===== src/rtl/nibble_serial_seq_pkg.sv =====
// Shared constants for the nibble-serial sequencer and its sumador datapath:
// nibble width, sequencer state encoding and ALUOp encodings.
package nibble_serial_seq_pkg;

  localparam int NIBBLE_W = 4;

  typedef enum logic [1:0] {
    IDLE = 2'd0,
    RUN  = 2'd1,
    DONE = 2'd2
  } state_e;

  localparam logic [1:0] ALU_ADD = 2'd0;
  localparam logic [1:0] ALU_AND = 2'd1;
  localparam logic [1:0] ALU_OR  = 2'd2;
  localparam logic [1:0] ALU_XOR = 2'd3;

endpackage


===== src/rtl/nibble_serial_seq.sv =====
// Feeds two wide operands through the 4-bit sumador one nibble per cycle, LSB first,
// chaining cout3 into the next Cin0; result valid with done, NIBBLES+1 cycles after accept.
module nibble_serial_seq
  import nibble_serial_seq_pkg::*;
#(
  parameter int NIBBLES = 4
) (
  input  logic                        clk,
  input  logic                        reset,
  input  logic                        start,
  input  logic [NIBBLE_W*NIBBLES-1:0] a,
  input  logic [NIBBLE_W*NIBBLES-1:0] b,
  input  logic [1:0]                  alu_op,
  input  logic                        l,
  input  logic                        cin,
  output logic [NIBBLE_W-1:0]         op1,
  output logic [NIBBLE_W-1:0]         op2,
  output logic [1:0]                  aluop_o,
  output logic                        l_o,
  output logic                        cin0_o,
  input  logic [NIBBLE_W-1:0]         r,
  input  logic                        cout3,
  output logic [NIBBLE_W*NIBBLES-1:0] result,
  output logic                        carry,
  output logic                        zero,
  output logic                        busy,
  output logic                        done
);

  localparam int W     = NIBBLE_W * NIBBLES;
  localparam int IDX_W = $clog2(NIBBLES);
  localparam logic [IDX_W-1:0] LAST_IDX = IDX_W'(NIBBLES - 1);

  state_e           state_q, state_d;
  logic [IDX_W-1:0] idx_q;
  logic [W-1:0]     a_q, b_q;
  logic [W-1:0]     result_q, result_d;
  logic [1:0]       alu_op_q;
  logic             l_q, cin_q, chain_q, carry_q, zero_q;
  logic             in_run, last_nibble;

  assign in_run      = (state_q == RUN);
  assign last_nibble = in_run && (idx_q == LAST_IDX);

  always_comb begin
    state_d = state_q;
    case (state_q)
      IDLE:    if (start) state_d = RUN;
      RUN:     if (idx_q == LAST_IDX) state_d = DONE;
      DONE:    state_d = IDLE;
      default: state_d = IDLE;
    endcase
  end

  // Result with the current nibble merged in, so the zero flag sees the final value.
  always_comb begin
    result_d = result_q;
    if (in_run) result_d[NIBBLE_W*int'(idx_q) +: NIBBLE_W] = r;
  end

  always_ff @(posedge clk) begin
    if (reset) begin
      state_q  <= IDLE;
      idx_q    <= '0;
      a_q      <= '0;
      b_q      <= '0;
      alu_op_q <= '0;
      l_q      <= 1'b0;
      cin_q    <= 1'b0;
      chain_q  <= 1'b0;
      result_q <= '0;
      carry_q  <= 1'b0;
      zero_q   <= 1'b0;
    end else begin
      state_q <= state_d;
      case (state_q)
        IDLE: begin
          if (start) begin
            a_q      <= a;
            b_q      <= b;
            alu_op_q <= alu_op;
            l_q      <= l;
            cin_q    <= cin;
            idx_q    <= '0;
          end
        end
        RUN: begin
          result_q <= result_d;
          chain_q  <= cout3;
          if (last_nibble) begin
            carry_q <= cout3;
            zero_q  <= (result_d == '0);
          end else begin
            idx_q <= idx_q + 1'b1;
          end
        end
        default: ;
      endcase
    end
  end

  assign op1     = in_run ? a_q[NIBBLE_W*int'(idx_q) +: NIBBLE_W] : '0;
  assign op2     = in_run ? b_q[NIBBLE_W*int'(idx_q) +: NIBBLE_W] : '0;
  assign cin0_o  = in_run ? ((idx_q == '0) ? cin_q : chain_q) : 1'b0;
  assign aluop_o = alu_op_q;
  assign l_o     = l_q;

  always_comb begin
    busy = 1'b0;
    done = 1'b0;
    case (state_q)
      RUN:     busy = 1'b1;
      DONE:    done = 1'b1;
      default: ;
    endcase
  end

  assign result = result_q;
  assign carry  = carry_q;
  assign zero   = zero_q;

endmodule


===== config.mk =====
export PLATFORM = sky130hd
export DESIGN_NAME = nibble_serial_seq
export DESIGN_NICKNAME = d
export VERILOG_FILES = /design/src/rtl/nibble_serial_seq_pkg.sv /design/src/rtl/nibble_serial_seq.sv
export SDC_FILE = /design/constraint.sdc
export NUM_CORES = 1
export LEC_CHECK = 0
export CORE_ASPECT_RATIO = 1.4
export CORE_UTILIZATION = 49
export CTS_BUF_LIST = sky130_fd_sc_hd__clkbuf_4
export CTS_CLUSTER_DIAMETER = 40
export DETAILED_ROUTE_END_ITERATION = 6
export PLACE_DENSITY = 0.94
export SETUP_SLACK_MARGIN = 0.05
export SLEW_MARGIN = 10
export SYNTH_ARGS = -nofsm -noshare
export SYNTH_HDL_FRONTEND = slang
export SYNTH_SLANG_ARGS = --single-unit

===== constraint.sdc =====
create_clock -name clk -period 2.51 [get_ports clk]
set_input_delay 0.251 -clock clk [delete_from_list [all_inputs] [get_ports clk]]
set_output_delay 0.251 -clock clk [all_outputs]
set_load 0.01 [all_outputs]

==> flow_metrics.env, run 1 <==
export IMPL_synth_top_family_by_area="simple AND/OR/NAND/NOR gates"
export IMPL_syn_cell_area_um2=2550
export IMPL_critPathMaxFanout=15
export IMPL_rr_endpoint="zero$_SDFFE_PP0P_"
export IMPL_grt_pass1_wl_um=10200
export IMPL_synth_top_cell_by_area="dfxtp_1"
export IMPL_die_w_um=63.0
export IMPL_whs_ns=0.261
export IMPL_n_antenna_cell=0
export IMPL_drv_slew=0
export IMPL_synth_seq_area_share_pct=46.3
export IMPL_max_freq_ghz=0.427
export IMPL_synth_avg_cell_area_um2=8.64
export IMPL_syn_inst=295
export IMPL_regArea_um2=1180
export IMPL_cts_root_buffer_cell="clkbuf_4"
export IMPL_numPortBuffers=75
export IMPL_grt_usage_pct=24.3
export IMPL_synthFlopType="dfxtp_1"
export IMPL_fin_nets=417
export IMPL_critPathLaunchType="flip-flop"
export IMPL_rsz0062_at_grt="false"
export IMPL_gp_congestion=0.842
export IMPL_wl_met1_um=2340
export IMPL_wl_met3_um=329
export IMPL_cp_startpoint="idx_q[0]$_SDFFE_PP0P_"
export IMPL_synth_cell_types=37
export IMPL_maxSlewHeadroom_pct=56.4
export IMPL_finalHoldViolations=0
export IMPL_worstSetupEndpoint="op1[1]"
export IMPL_critPathMaxStageDelay_ns=0.50
export IMPL_vias_per_cell=5.60
export IMPL_p_leak_nw=1.30
export IMPL_synth_simple_gate_area_share_pct=22.9
export IMPL_synth_compound_area_share_pct=16.3
export IMPL_worstSetupEndpointType="output port"
export IMPL_r2r_slack_ns=0.45
export IMPL_overflow=0
export IMPL_fin_crit_sh_pct=93.3
export IMPL_die_h_um=87.4
export IMPL_placed_area_um2=3350
export IMPL_yosysWarnings=0
export IMPL_cts_num_sinks=59
export IMPL_clk_latency_ns=0.41
export IMPL_vias=2434
export IMPL_synth_edf_count=0
export IMPL_hold_path_cell_count=2
export IMPL_crit_arrival_ns=2.09
export IMPL_r2r_start="idx_q[0]$_SDFFE_PP0P_"
export IMPL_postCtsSetupRepairBufs=0
export IMPL_wl_per_cell_um=14.7
export IMPL_cts_buffers=9
export IMPL_synth_nets=345
export IMPL_fin_worst_skew_ns=0.0126
export IMPL_finalNonFillerCells=435
export IMPL_drive_above_1_share_pct=7.82
export IMPL_vdd_drop_max_v=0.000421
export IMPL_drt_pre_antenna_iters=4
export IMPL_wl_um=6410
export IMPL_die_area_um2=5500
export IMPL_core_area_um2=4920
export IMPL_dpl_cell_count=420
export IMPL_drc=0
export IMPL_setup_tns_final_ns=0
export IMPL_cp_num_buf_inv=2
export IMPL_n_fill_cell=360
export IMPL_synth_adder_area_share_pct=2.94
export IMPL_yosysTopAreaCellShare_pct=46.3
export IMPL_cp_slowest_cell="mux4_2"
export IMPL_cp_num_cells=4
export IMPL_r2r_cells=8
export IMPL_ctsHoldBuffers=0
export IMPL_cellPowerDensity_nw_per_um2=528
export IMPL_ys_top_cells_by_area="dfxtp_1 (46%), nand2_1 (11%), a21oi_1 (7.5%)"
export IMPL_final_common_cell="nand2_1"
export IMPL_rows=30
export IMPL_antenna_found_initial=0
export IMPL_htreeDepth=3
export IMPL_grt_max_degree=37
export IMPL_drt_iter0_markers=201
export IMPL_clkTransAtPathRegs_ns=0.10
export IMPL_yosys_area_share_xor_xnor_pct=0
export IMPL_final_cell_mix="nand2_1 (78), clkdlybuf4s50_1 (74), dfxtp_1 (58), a21oi_1 (38), nor2_1 (25)"
export IMPL_boundaryPins=76
export IMPL_crit_chain="buf_12 -> mux4_2 -> and2_1 -> clkdlybuf4s50_1"
export IMPL_crit_type="reg2out"
export IMPL_dr_max_layer_used="met4"
export IMPL_cts_tree="built"
export IMPL_outcome="finished, final reports clean"
export IMPL_cap_viol_max_count=0
export IMPL_hpwl_um=4600
export IMPL_hold_path_class="in2reg"
export IMPL_antenna_left=0
export IMPL_period_needed_ns=2.34
export IMPL_start_util_pct=51.9
export IMPL_async_flop_share_pct=0
export IMPL_ys_ff_latch=59
export IMPL_synthToLayoutAreaGrowth_pct=35.6
export IMPL_cts_buffer_depth=2
export IMPL_multiInputGateArea_um2=1280
export IMPL_crit_family="buffers and inverters"
export IMPL_setup_violations=0
export IMPL_worstMarginPinSlew_ns=0.655
export IMPL_grt_pass1_vias=2443
export IMPL_wl_met2_um=3410
export IMPL_final_area_um2=3460
export IMPL_synthMuxAreaShare_pct=7.85
export IMPL_critical_path_required_ns=2.26
[worst register-to-register path, cell delays in order, from the launching register on]
cell and delay (ns):
dfxtp_2 0.35, inv_1 0.10, ha_1 0.38, nand2b_1 0.17, nor4_2 0.05, buf_4 0.16
a211o_1 0.28, a22o_1 0.25, o31ai_2 0.25
[flip-flops by register name (all words and copies together) (netlist names)]
name     flops
a_q         16
b_q         16
result      16
aluop_o      2
idx_q        2
state_q      2
carry        1
chain_q      1
cin_q        1
l_o          1
zero         1
[Yosys cell counts (2+ instances only)]
| master | count |
|---|---|
| buf_1 | 3 |
| nor2b_1 | 2 |
| clkbuf_1 | 14 |
| and2_1 | 9 |
| ha_1 | 6 |
| nor2_1 | 25 |
| a21oi_1 | 38 |
| a32oi_1 | 3 |
| o21ai_0 | 2 |
| a211o_1 | 2 |
| nand2_1 | 78 |
| inv_1 | 3 |
| nand2b_1 | 3 |
| mux2i_1 | 2 |
| a22oi_1 | 15 |
| mux4_2 | 8 |
| dfxtp_1 | 59 |
| nand3b_1 | 4 |
[timing repair]
item / in CTS / in global routing
pin swaps: 0 / 0
resized for setup: 1 / 3
endpoints found under the setup margin: 3 / 8
[metrics by stage]
stage                     total power, W  utilization (%)  setup slack [ns]
after CTS                        0.00182             70.1            0.0950
after global placement           0.00131             68.2             0.514
after global routing             0.00190             70.3            0.0937
final                            0.00183             70.3             0.167
after detailed placement         0.00132             68.2             0.489
after floorplan                  0.00118                -             0.206
[worst min-delay path by stage]
stage	to	from	slack (ns)
after floorplan	a_q[0]$_SDFFE_PP0P_	a[0]	0.39
after detailed placement	a_q[5]$_SDFFE_PP0P_	a_q[5]$_SDFFE_PP0P_	0.45
after CTS	result[15]$_SDFFE_PP0P_	reset	0.26
after global placement	a_q[11]$_SDFFE_PP0P_	a_q[11]$_SDFFE_PP0P_	0.44
after global routing	result[12]$_SDFFE_PP0P_	reset	0.28
final	result[12]$_SDFFE_PP0P_	reset	0.26
[metal layers]
layer  vias up  track usage [%]
met5         -                0
met4         0             15.6
met3        34             6.28
met2       101             44.5
li1       1158                -
met1      1141             24.1
[kinds of logic (layout without fill, tap and decap cells)]
kind of cell               count (synthesis)  in the layout
and+or+nand+nor                          131            131
muxes                                     10             10
buffers and inverters                     23             99
DFF                                       59             59
adders and majority gates                  6              6
AOI/OAI and AO/OA                         66             66
[final cells by class]
class / count / share of cell area (%)
clock buffer: 9 / 1.95
multi-input combinational: 213 / 36.9
timing repair buffer: 81 / 23.6
tap: 64 / 2.32
inverter: 3 / 0.326
sequential: 59 / 34.2
clock inverter: 6 / 0.688
[power by group]
part | switching, W | internal, W | total (W)
Combinational | 0.000144 | 0.000159 | 0.000303
Clock | 0.000339 | 0.000180 | 0.000519
Sequential | 0.0000259 | 0.000979 | 0.00101
Power figures use the tool's default switching activity.
==> run 2, diff against run 1 <==
PLACE_DENSITY = not set   (was 0.94)
PLACE_DENSITY_LB_ADDON = 0.08   (was not set)
==> run 2 against run 1 <==
Compared with the run above: global-route usage increased by 0.46 points; clock-buffer cell count increased by 2; clock skew decreased by 0.0053 ns; worst setup slack improved by 0.014 ns; hold slack got worse by 0.013 ns; die area unchanged; critical path depth unchanged.
==> flow_metrics.env, run 2 (synthesis results as in run 1) <==
export IMPL_cellPowerDensity_nw_per_um2=527
export IMPL_vdd_drop_max_v=0.000360
export IMPL_cts_root_buffer_cell="clkbuf_4"
export IMPL_hold_path_class="in2reg"
export IMPL_drive_above_1_share_pct=9.36
export IMPL_crit_type="reg2out"
export IMPL_n_antenna_cell=0
export IMPL_period_needed_ns=2.33
export IMPL_final_common_cell="nand2_1"
export IMPL_drt_pre_antenna_iters=6
export IMPL_final_cell_mix="nand2_1 (78), clkdlybuf4s50_1 (74), dfxtp_1 (59), a21oi_1 (38), nor2_1 (25)"
export IMPL_antenna_found_initial=0
export IMPL_cts_tree="built"
export IMPL_grt_busiest_layer="met2"
export IMPL_critPathLaunchType="flip-flop"
export IMPL_start_util_pct=51.9
export IMPL_worstHoldStart="reset"
export IMPL_critPathMaxStageDelay_ns=0.51
export IMPL_clkTransAtPathRegs_ns=0.09
export IMPL_hpwl_um=4420
export IMPL_drc=0
export IMPL_crit_chain="buf_4 -> mux4_2 -> and2_1 -> clkdlybuf4s50_1"
export IMPL_p_leak_nw=1.30
export IMPL_wl_um=6160
export IMPL_fin_crit_sh_pct=92.8
export IMPL_critPathMaxFanout=8
export IMPL_vias=2385
export IMPL_use_met2_pct=44.6
export IMPL_drt_iter0_markers=194
export IMPL_final_area_um2=3480
export IMPL_die_area_um2=5500
export IMPL_cap_viol_max_count=0
export IMPL_crit_arrival_ns=2.08
export IMPL_worstSetupEndpointType="output port"
export IMPL_synthToLayoutAreaGrowth_pct=36.6
export IMPL_grt_usage_pct=24.8
export IMPL_grt_pass1_wl_um=10400
export IMPL_wl_per_cell_um=14.1
export IMPL_boundaryPins=76
export IMPL_r2r_start="idx_q[1]$_SDFFE_PP0P_"
export IMPL_outcome="finished, final reports clean"
export IMPL_grt_util_met3_pct=7.07
export IMPL_rr_endpoint="zero$_SDFFE_PP0P_"
export IMPL_rsz0062_at_grt="true"
export IMPL_cp_slowest_cell="mux4_2"
export IMPL_finalHoldViolations=0
export IMPL_htreeDepth=3
export IMPL_antenna_left=0
export IMPL_setup_tns_final_ns=0
export IMPL_gr_usage_met1_pct=26.5
export IMPL_die_w_um=63.0
export IMPL_clk_latency_ns=0.39
export IMPL_cts_num_sinks=59
export IMPL_ctsHoldBuffers=0
export IMPL_vias_per_cell=5.45
export IMPL_gp_congestion=0.864
export IMPL_placed_area_um2=3360
export IMPL_overflow=0
export IMPL_drv_slew=0
export IMPL_max_freq_ghz=0.429
export IMPL_maxSlewHeadroom_pct=71.6
export IMPL_rows=30
export IMPL_critical_path_required_ns=2.26
export IMPL_min_to="result[9]$_SDFFE_PP0P_"
export IMPL_cts_buffers=9
export IMPL_setup_violations=0
export IMPL_fin_worst_skew_ns=0.00728
export IMPL_hold_path_cell_count=2
export IMPL_worstMarginPinSlew_ns=0.425
export IMPL_core_area_um2=4920
export IMPL_r2r_slack_ns=0.37
export IMPL_r2r_cells=7
export IMPL_fin_nets=420
export IMPL_grt_max_degree=40
export IMPL_cts_buffer_depth=2
export IMPL_grt_pass1_vias=2274
export IMPL_die_h_um=87.4
export IMPL_numPortBuffers=75
[run 2: cell count changes in the layout (fill, tap and decap cells not counted), sizes merged]
cell	change
clkinv	-3
clkinvlp	+2
clkbuf	+2
inv	-1
buf	+3
[run 2: metal layers]
layer	up-vias	wire, µm
li1	1169	-
met1	1109	2410
met2	87	3320
met3	20	256
met4	0	172
met5	-	0
[run 2: where the power goes]
part           switching [W]  internal [W]
combinational       0.000143      0.000161
sequential         0.0000257      0.000979
clock               0.000314      0.000211
[run 2: how the worst max path moves through the flow]
stage / to / startpoint / slack, ns
floorplan: zero$_SDFFE_PP0P_ / idx_q[0]$_SDFFE_PP0P_ / 0.21
global placement: zero$_SDFFE_PP0P_ / idx_q[1]$_SDFFE_PP0P_ / 0.46
detailed placement: zero$_SDFFE_PP0P_ / idx_q[1]$_SDFFE_PP0P_ / 0.37
CTS: cin0_o / idx_q[1]$_SDFFE_PP0P_ / 0.06
global route: cin0_o / idx_q[0]$_SDFFE_PP0P_ / 0.05
finish: op1[3] / idx_q[0]$_SDFFE_PP0P_ / 0.18
[run 2: cell type report]
type / instances / area [µm²]
Inverter: 3 / 15.0
Timing Repair Buffer: 84 / 826
Tap cell: 64 / 80.1
Clock inverter: 4 / 18.8
Clock buffer: 11 / 82.6
Sequential cell: 59 / 1180
Multi-Input combinational cell: 213 / 1280
Fill cell: 417 / 1440
[run 2: per-stage QoR]
| step | hold WS (ns) | instances | utilization [%] | setup WS, ns | power (W) |
|---|---|---|---|---|---|
| floorplan | 0.387 | 295 | - | 0.206 | 0.00118 |
| global placement | 0.439 | 421 | 68.3 | 0.457 | 0.00132 |
| detailed placement | 0.446 | 421 | 68.3 | 0.366 | 0.00133 |
| CTS | 0.238 | 436 | 70.4 | 0.0613 | 0.00184 |
| global route | 0.239 | 438 | 70.8 | 0.0475 | 0.00194 |
| finish | 0.248 | 438 | 70.8 | 0.181 | 0.00183 |
[run 2: what timing repair did]
action | 4_1_cts | 5_1_grt
setup endpoints to repair | 0 | 9
setup buffers | 0 | 2
gates resized for setup | 0 | 2
[run 2: worst max-delay path: cells and delay by family (launching register included)]
kind	cells	cell delay, ns
flops	1	0.34
simple gates	1	0.17
buf+inv	2	0.67
mux	1	0.51
==> run 3, diff against run 2 <==
CORE_UTILIZATION = 56   (was 49)
DONT_BUFFER_PORTS = 1   (was not set)
==> run 3 against run 2 <==
Compared with the run above: clock power rose by 4.6%; first-iteration DRC count fell by 5.2%; sequential share of layout area rose by 4.0 points; critical path type is now reg2reg; via count fell by 6.1%; flip-flop and latch count did not move; clock skew rose by 0.0073 ns.
==> flow_metrics.env, run 3 (synthesis results as in run 1) <==
export IMPL_outcome="finished, final reports clean"
export IMPL_finalHoldViolations=0
export IMPL_vias_per_cell=5.64
export IMPL_setup_tns_final_ns=0
export IMPL_antenna_found_initial=0
export IMPL_r2r_start="state_q[0]$_SDFFE_PP0P_"
export IMPL_grt_pass1_wl_um=10100
export IMPL_cap_viol_max_count=0
export IMPL_period_needed_ns=2.10
export IMPL_worstSetupEndpoint="b_q[6]$_SDFFE_PP0P_"
export IMPL_drt_pre_antenna_iters=4
export IMPL_critPathMaxFanout=27
export IMPL_vias=2240
export IMPL_final_common_cell="nand2_1"
export IMPL_hold_path_class="in2reg"
export IMPL_drv_slew=0
export IMPL_critPathLaunchType="flip-flop"
export IMPL_boundaryPins=76
export IMPL_n_antenna_cell=0
export IMPL_r2r_slack_ns=0.41
export IMPL_fin_worst_skew_ns=0.0146
export IMPL_wl_per_cell_um=15.6
export IMPL_numPortBuffers=0
export IMPL_ctsHoldBuffers=42
export IMPL_hpwl_um=3830
export IMPL_rows=28
export IMPL_die_h_um=81.8
export IMPL_pre_cts_ws_ns=0.479
export IMPL_final_cell_mix="nand2_1 (78), dfxtp_1 (59), dlygate4sd3_1 (41), a21oi_1 (38), nor2_1 (25)"
export IMPL_die_area_um2=4830
export IMPL_overflow=0
export IMPL_crit_arrival_ns=2.45
export IMPL_clkTransAtPathRegs_ns=0.10
export IMPL_p_leak_nw=1.19
export IMPL_rsz0062_at_grt="false"
export IMPL_cts_root_buffer_cell="clkbuf_4"
export IMPL_postCtsSetupRepairBufs=0
export IMPL_antenna_left=0
export IMPL_drc=0
export IMPL_rr_endpoint="b_q[6]$_SDFFE_PP0P_"
export IMPL_grt_max_degree=59
export IMPL_maxSlewHeadroom_pct=60.0
export IMPL_cts_buffer_depth=2
export IMPL_worstMarginPinSlew_ns=0.594
export IMPL_grt_pass1_vias=2204
export IMPL_gp_congestion=0.902
export IMPL_timing_final_ws_setup_ns=0.412
export IMPL_wl_um=6190
export IMPL_postCtsResizedCells=0
export IMPL_cellPowerDensity_nw_per_um2=582
export IMPL_max_freq_ghz=0.477
export IMPL_htreeDepth=3
export IMPL_critical_path_required_ns=2.86
export IMPL_crit_type="reg2reg"
export IMPL_fin_nets=382
export IMPL_cts_tree="built"
export IMPL_clk_latency_ns=0.40
export IMPL_vdd_drop_max_v=0.000426
export IMPL_drive_above_1_share_pct=8.90
export IMPL_r2r_cells=6
export IMPL_cts_num_sinks=59
export IMPL_start_util_pct=59.2
export IMPL_worstSetupEndpointType="flip-flop"
export IMPL_cp_startpoint="state_q[0]$_SDFFE_PP0P_"
export IMPL_grt_usage_pct=28.6
export IMPL_synthToLayoutAreaGrowth_pct=22.0
export IMPL_drt_iter0_markers=184
export IMPL_setup_violations=0
export IMPL_fin_crit_sh_pct=83.6
export IMPL_die_w_um=59.0
export IMPL_cts_buffers=9
export IMPL_core_area_um2=4310
[run 3: final cells by class]
type | instances | area, µm²
clock inverters | 6 | 32.5
flip-flops and latches | 59 | 1180
repair buffers | 46 | 460
multi-input cells | 213 | 1280
fillers | 341 | 1200
inverters | 3 | 11.3
clock buffers | 10 | 75.1
well taps | 60 | 75.1
[run 3: report_power, final]
part           total [W]  switching (W)  internal (W)
sequential       0.00101      0.0000286      0.000979
combinational   0.000254       0.000134      0.000120
clock           0.000549       0.000345      0.000204
total            0.00181       0.000507       0.00130
[run 3: per-layer routing]
layer | up-vias | track usage [%] | wire, µm
met5 | - | 0 | 0
met4 | 0 | 17.9 | 214
met3 | 16 | 5.20 | 272
met2 | 69 | 50.5 | 3240
met1 | 1057 | 31.1 | 2460
li1 | 1098 | - | -
[run 3: critical path: stages, from the launching register on]
cell and delay [ns]:
dfxtp_1 0.39, nor2_1 0.14, and2_1 0.39, buf_4 0.36
nand2_1 0.09, a21oi_1 0.12, dlygate4sd3_1 0.55
[run 3: metrics by stage]
stage               instances  utilization [%]  hold slack, ns  power, W  cell area [µm²]
floorplan                 295                -           0.387   0.00118             2550
global route              397             72.2          0.0300   0.00189             3110
finish                    397             72.2          0.0221   0.00181             3110
global placement          339             59.7           0.324   0.00120             2570
detailed placement        339             59.7           0.326   0.00121             2570
CTS                       397             72.2         0.00378   0.00182             3110
[run 3: worst min path at each step]
stage | cells after the start | start | end | slack [ns]
6_report | 2 | r[1] | result[5]$_SDFFE_PP0P_ | 0.02
5_1_grt | 2 | r[1] | result[5]$_SDFFE_PP0P_ | 0.03
4_1_cts | 2 | r[3] | result[15]$_SDFFE_PP0P_ | 0.004
3_5_place_dp | 1 | reset | b_q[6]$_SDFFE_PP0P_ | 0.33
3_3_place_gp | 1 | reset | carry$_SDFFE_PP0P_ | 0.32
2_1_floorplan | 2 | a[0] | a_q[0]$_SDFFE_PP0P_ | 0.39
